--- config.mk ---
export PLATFORM = sky130hd
export DESIGN_NAME = pid_loop_sequencer
export DESIGN_NICKNAME = d
export VERILOG_FILES = /design/src/rtl/pid_loop_sequencer.sv
export SDC_FILE = /design/constraint.sdc
export NUM_CORES = 1
export LEC_CHECK = 0
export BUFFER_PORTS_ARGS = -buffer_cell sky130_fd_sc_hd__buf_2
export CORE_ASPECT_RATIO = 1.25
export CORE_UTILIZATION = 52
export DETAILED_ROUTE_END_ITERATION = 10
export PLACE_DENSITY = 0.78
export SETUP_SLACK_MARGIN = 0.2
export SYNTH_ARGS = -nofsm -noshare
export SYNTH_HDL_FRONTEND = slang
export SYNTH_SLANG_ARGS = --single-unit
export TNS_END_PERCENT = 10
--- constraint.sdc ---
create_clock -name clk -period 5.2 [get_ports clk]
set_clock_uncertainty 0.15 [all_clocks]
set_input_delay 0.78 -clock clk [delete_from_list [all_inputs] [get_ports clk]]
set_output_delay 0.78 -clock clk [all_outputs]
set_load 0.005 [all_outputs]
--- src/rtl/pid_loop_sequencer.sv ---
// Closed-loop sequencer for a single pid core: sample tick, setpoint slew limiting,
// trigger/done handshake with timeout, and output clamping with sticky error flags.
module pid_loop_sequencer #(
  parameter int DATA_WIDTH = 32,
  parameter int CNT_WIDTH  = 16,
  parameter int TIMEOUT    = 64
) (
  input  logic                  clk,
  input  logic                  reset,
  input  logic                  enable,
  input  logic [CNT_WIDTH-1:0]  period,
  input  logic [DATA_WIDTH-1:0] setpoint_in,
  input  logic [DATA_WIDTH-1:0] slew_step,
  input  logic [DATA_WIDTH-1:0] feedback_in,
  input  logic [DATA_WIDTH-1:0] out_min,
  input  logic [DATA_WIDTH-1:0] out_max,
  input  logic                  clear_err,
  output logic [DATA_WIDTH-1:0] pid_setpoint,
  output logic [DATA_WIDTH-1:0] pid_feedback,
  output logic                  pid_trig,
  input  logic [DATA_WIDTH-1:0] pid_sig_out,
  input  logic                  pid_done,
  output logic [DATA_WIDTH-1:0] sig_out,
  output logic                  out_valid,
  output logic                  busy,
  output logic                  timeout_err,
  output logic                  overrun_err
);

  localparam int TO_W = $clog2(TIMEOUT + 1);

  typedef enum logic [2:0] {IDLE, WAIT_TICK, SAMPLE, TRIG, WAIT_DONE, UPDATE} state_t;

  state_t                 state_reg, state_next;
  logic [CNT_WIDTH-1:0]   cnt_reg;
  logic [CNT_WIDTH-1:0]   cnt_last;
  logic [TO_W-1:0]        to_cnt_reg;
  logic [DATA_WIDTH-1:0]  sp_cur_reg, sp_next;
  logic [DATA_WIDTH-1:0]  pid_feedback_reg, sig_out_reg, clamped;
  logic                   pid_trig_reg, out_valid_reg, timeout_err_reg, overrun_err_reg;
  logic                   running, tick, to_expired, done_take, timeout_set, overrun_set;
  logic signed [DATA_WIDTH:0] diff, step_ext;

  // A live period compare means a shortened period that the count has already
  // passed only takes effect after the natural counter rollover.
  assign cnt_last   = ((period < CNT_WIDTH'(2)) ? CNT_WIDTH'(2) : period) - CNT_WIDTH'(1);
  assign running    = enable && (state_reg != IDLE);
  assign tick       = running && (cnt_reg == cnt_last);
  assign busy       = (state_reg == SAMPLE) || (state_reg == TRIG) ||
                      (state_reg == WAIT_DONE) || (state_reg == UPDATE);
  assign to_expired = (to_cnt_reg == TO_W'(TIMEOUT - 1));
  assign done_take  = enable && (state_reg == WAIT_DONE) && pid_done;
  assign timeout_set = enable && (state_reg == WAIT_DONE) && !pid_done && to_expired;
  assign overrun_set = tick && busy;

  // Setpoint slew: difference taken one bit wider so it can never wrap.
  always_comb begin
    diff     = $signed({setpoint_in[DATA_WIDTH-1], setpoint_in}) -
               $signed({sp_cur_reg[DATA_WIDTH-1], sp_cur_reg});
    step_ext = $signed({1'b0, slew_step});
    sp_next  = setpoint_in;
    if (slew_step != '0) begin
      if (diff > step_ext)
        sp_next = sp_cur_reg + slew_step;
      else if (diff < -step_ext)
        sp_next = sp_cur_reg - slew_step;
    end
  end

  always_comb begin
    clamped = pid_sig_out;
    if ($signed(pid_sig_out) > $signed(out_max))
      clamped = out_max;
    else if ($signed(pid_sig_out) < $signed(out_min))
      clamped = out_min;
  end

  always_comb begin
    state_next = state_reg;
    case (state_reg)
      IDLE:      if (enable) state_next = WAIT_TICK;
      WAIT_TICK: if (tick) state_next = SAMPLE;
      SAMPLE:    state_next = TRIG;
      TRIG:      state_next = WAIT_DONE;
      WAIT_DONE: begin
        if (pid_done)        state_next = UPDATE;
        else if (to_expired) state_next = WAIT_TICK;
      end
      UPDATE:    state_next = WAIT_TICK;
      default:   state_next = IDLE;
    endcase
    if (!enable) state_next = IDLE;
  end

  always_ff @(posedge clk or posedge reset) begin
    if (reset) begin
      state_reg        <= IDLE;
      cnt_reg          <= '0;
      to_cnt_reg       <= '0;
      sp_cur_reg       <= '0;
      pid_feedback_reg <= '0;
      sig_out_reg      <= '0;
      pid_trig_reg     <= 1'b0;
      out_valid_reg    <= 1'b0;
      timeout_err_reg  <= 1'b0;
      overrun_err_reg  <= 1'b0;
    end else begin
      state_reg <= state_next;

      if (!running || cnt_reg == cnt_last)
        cnt_reg <= '0;
      else
        cnt_reg <= cnt_reg + CNT_WIDTH'(1);

      if (state_reg == TRIG)
        to_cnt_reg <= '0;
      else if (state_reg == WAIT_DONE && !to_expired)
        to_cnt_reg <= to_cnt_reg + TO_W'(1);

      // Bumpless start: the loop begins regulating to where the plant already is.
      if (enable && state_reg == IDLE)
        sp_cur_reg <= feedback_in;
      if (enable && state_reg == SAMPLE) begin
        sp_cur_reg       <= sp_next;
        pid_feedback_reg <= feedback_in;
      end

      pid_trig_reg  <= enable && (state_reg == SAMPLE);
      out_valid_reg <= done_take;
      if (done_take)
        sig_out_reg <= clamped;

      if (timeout_set)    timeout_err_reg <= 1'b1;
      else if (clear_err) timeout_err_reg <= 1'b0;
      if (overrun_set)    overrun_err_reg <= 1'b1;
      else if (clear_err) overrun_err_reg <= 1'b0;
    end
  end

  assign pid_setpoint = sp_cur_reg;
  assign pid_feedback = pid_feedback_reg;
  assign pid_trig     = pid_trig_reg;
  assign sig_out      = sig_out_reg;
  assign out_valid    = out_valid_reg;
  assign timeout_err  = timeout_err_reg;
  assign overrun_err  = overrun_err_reg;

endmodule

=== Word level (Yosys, flattened, before mapping) ===
Index checks and enable logic that the tools add are counted.

* Bits in registers: 126
* Bits in latches: 0
* Bits in writable memories: 0
* Memory bits (read-only): 0
* Input bits: 213
* Output and inout bits: 101
* Memories kept: 0

* Add/subtract/negate cells: 7
* Multipliers: 0
* Divide/modulo/power cells: 0
* $lt $le $gt $ge: 5
* Equality and inequality tests: 9
* Shift operators: 0
* Mux-type cells: 19
* Bitwise gates (word level): 0
* Reduce and logical (&&, ||, !) cells: 26

{| class="wikitable"
|+ Operators with widths
! kind !! number
|-
| 32-bit two-way mux || 7
|-
| 33-bit > comparator || 1
|-
| 33-bit < comparator || 1
|-
| 32-bit negator with 33-bit output || 1
|-
| 32-bit by 32-bit subtractor with 33-bit output || 1
|-
| 32-bit adder || 1
|-
| 32-bit > comparator || 1
|-
| 32-bit < comparator || 1
|-
| 16-bit two-way mux || 2
|-
| 32-bit nonzero test || 1
|-
| 32-bit subtractor || 1
|-
| 16-bit by 1-bit adder with 16-bit output (second input constant) || 1
|-
| 16-bit equality test || 1
|-
| 16-bit by 2-bit < comparator with 1-bit output (second input constant) || 1
|-
| 16-bit by 1-bit subtractor with 16-bit output (second input constant) || 1
|-
| 3-bit case mux with 5 select lines || 1
|-
| 7-bit two-way mux || 2
|-
| 3-bit two-way mux || 4
|-
| 1-bit logical AND || 10
|-
| 2-bit nonzero test || 4
|-
| 7-bit by 1-bit adder with 7-bit output (second input constant) || 1
|-
| 7-bit by 6-bit equality test with 1-bit output (second input constant) || 1
|-
| 3-bit by 2-bit equality test with 1-bit output (second input constant) || 2
|-
| 3-bit equality test (second input constant) || 2
|-
| 10 further kinds || 17
|}

=== Longest topological paths before layout ===
* Word-level depth: 8
* Gate-level depth with buffers: 27
* Depth with buffers taken out: 25

=== Worst setup path before layout ===
OpenSTA, ideal clock, no wires.

* Path type: input to register
* Start: input setpoint_in[1]
* End: register sp_cur_reg[8] (netlist: pid_setpoint[8])
* Library setup time: 0.128 ns
* Arrival: 5.181 ns
* Required time: 4.922 ns
* Setup slack: -0.258 ns
* Stages: 25
* Path buffers: 2
* Cell sequence: ha_1 nor2b_1 o21ai_0 a21boi_0 o21ai_0 a211oi_1 o21ai_0 a21oi_1 o41ai_1 o21bai_1 a21boi_0 xnor2_1 ha_1 nand4_1 or2_2 nor3_1 nand4_1 o31ai_1 a211oi_1 o21ai_0 buf_2 nand2_1 buf_4 o32ai_1 o21ai_1

* Longest elaborated chain between the ends: 6
* Elaborated cells between the ends (all ways): 7

{| class="wikitable"
|+ RTL lines
! what !! RTL line !! RTL
|-
| start: declaration || 12 || <nowiki>input logic [DATA_WIDTH-1:0] setpoint_in,</nowiki>
|-
| 32-bit by 32-bit subtractor with 33-bit output (*) || 58 || <nowiki>diff = $signed({setpoint_in[DATA_WIDTH-1], setpoint_in}) -</nowiki>
|-
| 33-bit < comparator || 65 || <nowiki>else if (diff < -step_ext)</nowiki>
|-
| 32-bit two-way mux || 65 ||
|-
| 32-bit two-way mux (*) || 63 || <nowiki>if (diff > step_ext)</nowiki>
|-
| 32-bit two-way mux (*) || 62 || <nowiki>if (slew_step != '0) begin</nowiki>
|-
| 32-bit two-way mux (*) || 123 || <nowiki>if (enable && state_reg == SAMPLE) begin</nowiki>
|-
| end signal: assignment || 122 || <nowiki>sp_cur_reg <= feedback_in;</nowiki>
|-
| end signal: assignment || 124 || <nowiki>sp_cur_reg <= sp_next;</nowiki>
|-
| end: declaration || 38 || <nowiki>logic [DATA_WIDTH-1:0] sp_cur_reg, sp_next;</nowiki>
|}

Every way passes the cells marked *; elsewhere a longest branch is shown, timed or not.
A chain may end at the register's enable or synchronous reset.

=== Worst setup path after layout ===
* Start: input setpoint_in[0]
* End: register sp_cur_reg[4] (netlist: pid_setpoint[4])

The elaborated chain is that of the path after synthesis.

==> flow_metrics.env <==
export IMPL_drive_gt1_share_pct=26.1
export IMPL_violations="negative setup slack"
export IMPL_drc=0
export IMPL_synth_seq_area_share_pct=20.4
export IMPL_crit_family="compound AO/OA/AOI/OAI gates"
export IMPL_async_reset_ff_share_pct=100
export IMPL_firstDrtPassIters=6
export IMPL_worst_endpoint_required_ns=5.41
export IMPL_place_congestion=0.981
export IMPL_hold_depth=2
export IMPL_initial_core_util_pct=52.8
export IMPL_placedCellCount=2804
export IMPL_io_pins=314
export IMPL_p_leak_nw=10.1
export IMPL_die_w_um=156
export IMPL_hold_buffers=0
export IMPL_clock_tree_buffer_depth=2
export IMPL_tritoncts="yes"
export IMPL_dpl_hpwl_um=46700
export IMPL_rows=70
export IMPL_r2r_end="pid_setpoint[4]"
export IMPL_wl_um=58500
export IMPL_worst_pin_slew_ns=1.14
export IMPL_clkLatencyLatePin_ns=0.44
export IMPL_yosysWarnings=0
export IMPL_cp_end_kind="flop"
export IMPL_hold_class="reg2reg"
export IMPL_postSynthAreaPerCell_um2=7.71
export IMPL_die_h_um=195
export IMPL_path_clk_slew_ns=0.07
export IMPL_antenna_found_initial=8
export IMPL_postLayoutCoreUtil_pct=67.7
export IMPL_syn_area_mm2=0.0155
export IMPL_ys_ff_latch=126
export IMPL_irDropWorstVdd_v=0.000173
export IMPL_grt_pass1_vias=17300
export IMPL_rrSetupSlack_ns=0.03
export IMPL_crit_slowest_cell="nor2_1"
export IMPL_fp_dieArea_mm2=0.0304
export IMPL_r2r_start="pid_setpoint[0]"
export IMPL_layout_common_cells="buf_2 (312), ha_1 (219), nand2_1 (208)"
export IMPL_worstPathBufferInverterCount=6
export IMPL_fin_cells=2861
export IMPL_hold_end="pid_feedback[29]"
export IMPL_vias=17200
export IMPL_drtIter0Drc=1178
export IMPL_period_share_pct=100
export IMPL_crit_fanout=4
export IMPL_arrival_ns=5.43
export IMPL_fin_nets=2881
export IMPL_r2r_cells=27
export IMPL_syn_inst=2004
export IMPL_min_delay_start="pid_feedback[29]"
export IMPL_rsz0062_at_grt="yes"
export IMPL_startpoint_type="input port"
export IMPL_seqPwrFrac_pct=17.9
export IMPL_max_cap_violations=0
export IMPL_synthFlopType="dfrtp_1"
export IMPL_period_needed_ns=5.22
export IMPL_criticalPathCategory="in2reg"
export IMPL_finalSetupTns_ns=-0.0348
export IMPL_grt_pass1_wl_um=91200
export IMPL_hold_slack_ns=0.324
export IMPL_setup_violations=3
export IMPL_pwr_density_cell_mw_per_mm2=306
export IMPL_h_tree_depth=4
export IMPL_critPathMaxStageDelay_ns=0.46
export IMPL_synth_edff_count=0
export IMPL_cts_sinks=126
export IMPL_antenna_left=0
export IMPL_cts_made_buffers=17
export IMPL_setup_slack_ns=-0.0151
export IMPL_fillers=2559
export IMPL_port_buffers=313
export IMPL_p_int_w=0.00349
export IMPL_viasPerCell=6.03
export IMPL_grt_max_degree=92
export IMPL_grt_usage_pct=38.4
export IMPL_final_common_cell="buf_2"
export IMPL_wire_per_inst_um=20.4
export IMPL_cts_root_buf="clkbuf_16"
export IMPL_fmax_mhz=192
export IMPL_p_comb_share_pct=61.0
export IMPL_p_switching_w=0.00258
export IMPL_synth_distinct_cells=91
export IMPL_relSlewSlack_pct=23.8
export IMPL_core_area_mm2=0.0293
export IMPL_swShare_pct=42.5
export IMPL_syn_to_final_growth_pct=28.0
export IMPL_slew_viol_final=0
export IMPL_outcome="finished, violations left"
export IMPL_power_frac_clock_pct=21.1
export IMPL_finalHoldViolations=0
export IMPL_syn_nets=2441
export IMPL_gr_total_overflow=0
-- kinds of logic after synthesis --
family                     after synthesis  synth area share (%)
and+or+nand+nor                        662                  20.8
AOI/OAI and AO/OA                      551                  23.6
DFF                                    126                  20.4
adders and majority gates              225                  18.3
muxes                                   38                  2.49
buffers and inverters                  274                  6.89
xor gates and xnor gates               128                  7.48
-- worst max path at each step --
stage | from | to | slack (ns) | cells after the start
after floorplan | setpoint_in[0] | pid_setpoint[5] | 0.18 | 24
after global placement | setpoint_in[1] | pid_setpoint[14] | -0.76 | 26
after detailed placement | setpoint_in[1] | pid_setpoint[14] | -0.79 | 26
after CTS | setpoint_in[0] | pid_setpoint[18] | 0.02 | 27
after global routing | setpoint_in[0] | pid_setpoint[26] | -0.15 | 30
final | setpoint_in[0] | pid_setpoint[4] | -0.02 | 29
-- cell type report --
| class | instances | area, µm² | area share [%] |
|---|---|---|---|
| diodes | 8 | 20.0 | 0.101 |
| clock buffers | 19 | 453 | 2.29 |
| clock inverters | 13 | 164 | 0.828 |
| inverters | 186 | 706 | 3.57 |
| multi-input cells | 1604 | 11700 | 59.0 |
| flip-flops and latches | 126 | 3150 | 15.9 |
| well taps | 396 | 495 | 2.50 |
| repair buffers | 509 | 3130 | 15.8 |
-- metal layers --
layer / vias to the layer above / share of wire [%] / routed length, µm / GRT usage, %
met5: - / 0 / 0 / 0
met4: 0 / 6.0 / 3480 / 22.0
met3: 217 / 7.9 / 4640 / 7.45
met2: 827 / 48 / 27900 / 64.4
met1: 8151 / 38 / 22500 / 45.4
li1: 8045 / - / - / -
-- power groups by stage --
| stage | clock network [W] | registers [W] | logic (W) |
|---|---|---|---|
| after floorplan | 0 | 0.00110 | 0.00197 |
| final | 0.00128 | 0.00109 | 0.00370 |
| after global routing | 0.00132 | 0.00109 | 0.00398 |
| after detailed placement | 0 | 0.00110 | 0.00327 |
| after global placement | 0 | 0.00110 | 0.00321 |
| after CTS | 0.00128 | 0.00108 | 0.00344 |
-- cells in the mapped netlist, types with 14 or more instances --
master / number / area share, %
a211oi_1: 20 / 0.97
a21o_1: 59 / 2.9
a21oi_1: 150 / 4.9
a31oi_1: 22 / 0.89
and3_1: 17 / 0.69
clkbuf_1: 67 / 1.6
dfrtp_1: 126 / 20
ha_1: 221 / 18
inv_1: 185 / 4.5
mux2i_1: 34 / 2.2
nand2_1: 211 / 5.1
nand2b_1: 21 / 0.85
nand3_1: 84 / 2.7
nand4_1: 30 / 1.2
nor2_1: 143 / 3.5
nor2b_1: 23 / 0.93
nor3_1: 37 / 1.2
nor3b_1: 14 / 0.68
o211ai_1: 45 / 2.2
o21ai_0: 111 / 3.6
o21bai_1: 17 / 0.83
o31ai_1: 17 / 0.83
or3_1: 24 / 0.97
xnor2_1: 90 / 5.1
xor2_1: 35 / 2.0
-- tightest hold or removal path: cells and delay by family (launching register included) --
| kind | cells | cell delay, ns |
|---|---|---|
| AND/OR/NAND/NOR | 2 | 0.11 |
| flip-flops | 1 | 0.34 |
-- repair_timing --
item                                    CTS  global route
endpoints found under the hold margin     0             0
endpoints found under the setup margin   32            32
gates resized for setup                  40            48
setup buffers                             8             8
pin swaps                                35            42
cloned                                    1             0
-- stage by stage --
step	total power, W	setup WS [ns]	instance area [µm²]
6_report	0.00606	-0.0151	19800
5_1_grt	0.00639	-0.154	19800
4_1_cts	0.00581	0.0193	19500
3_5_place_dp	0.00437	-0.791	18700
3_3_place_gp	0.00431	-0.759	18700
2_1_floorplan	0.00306	0.178	15600
Power figures use the tool's default switching activity.
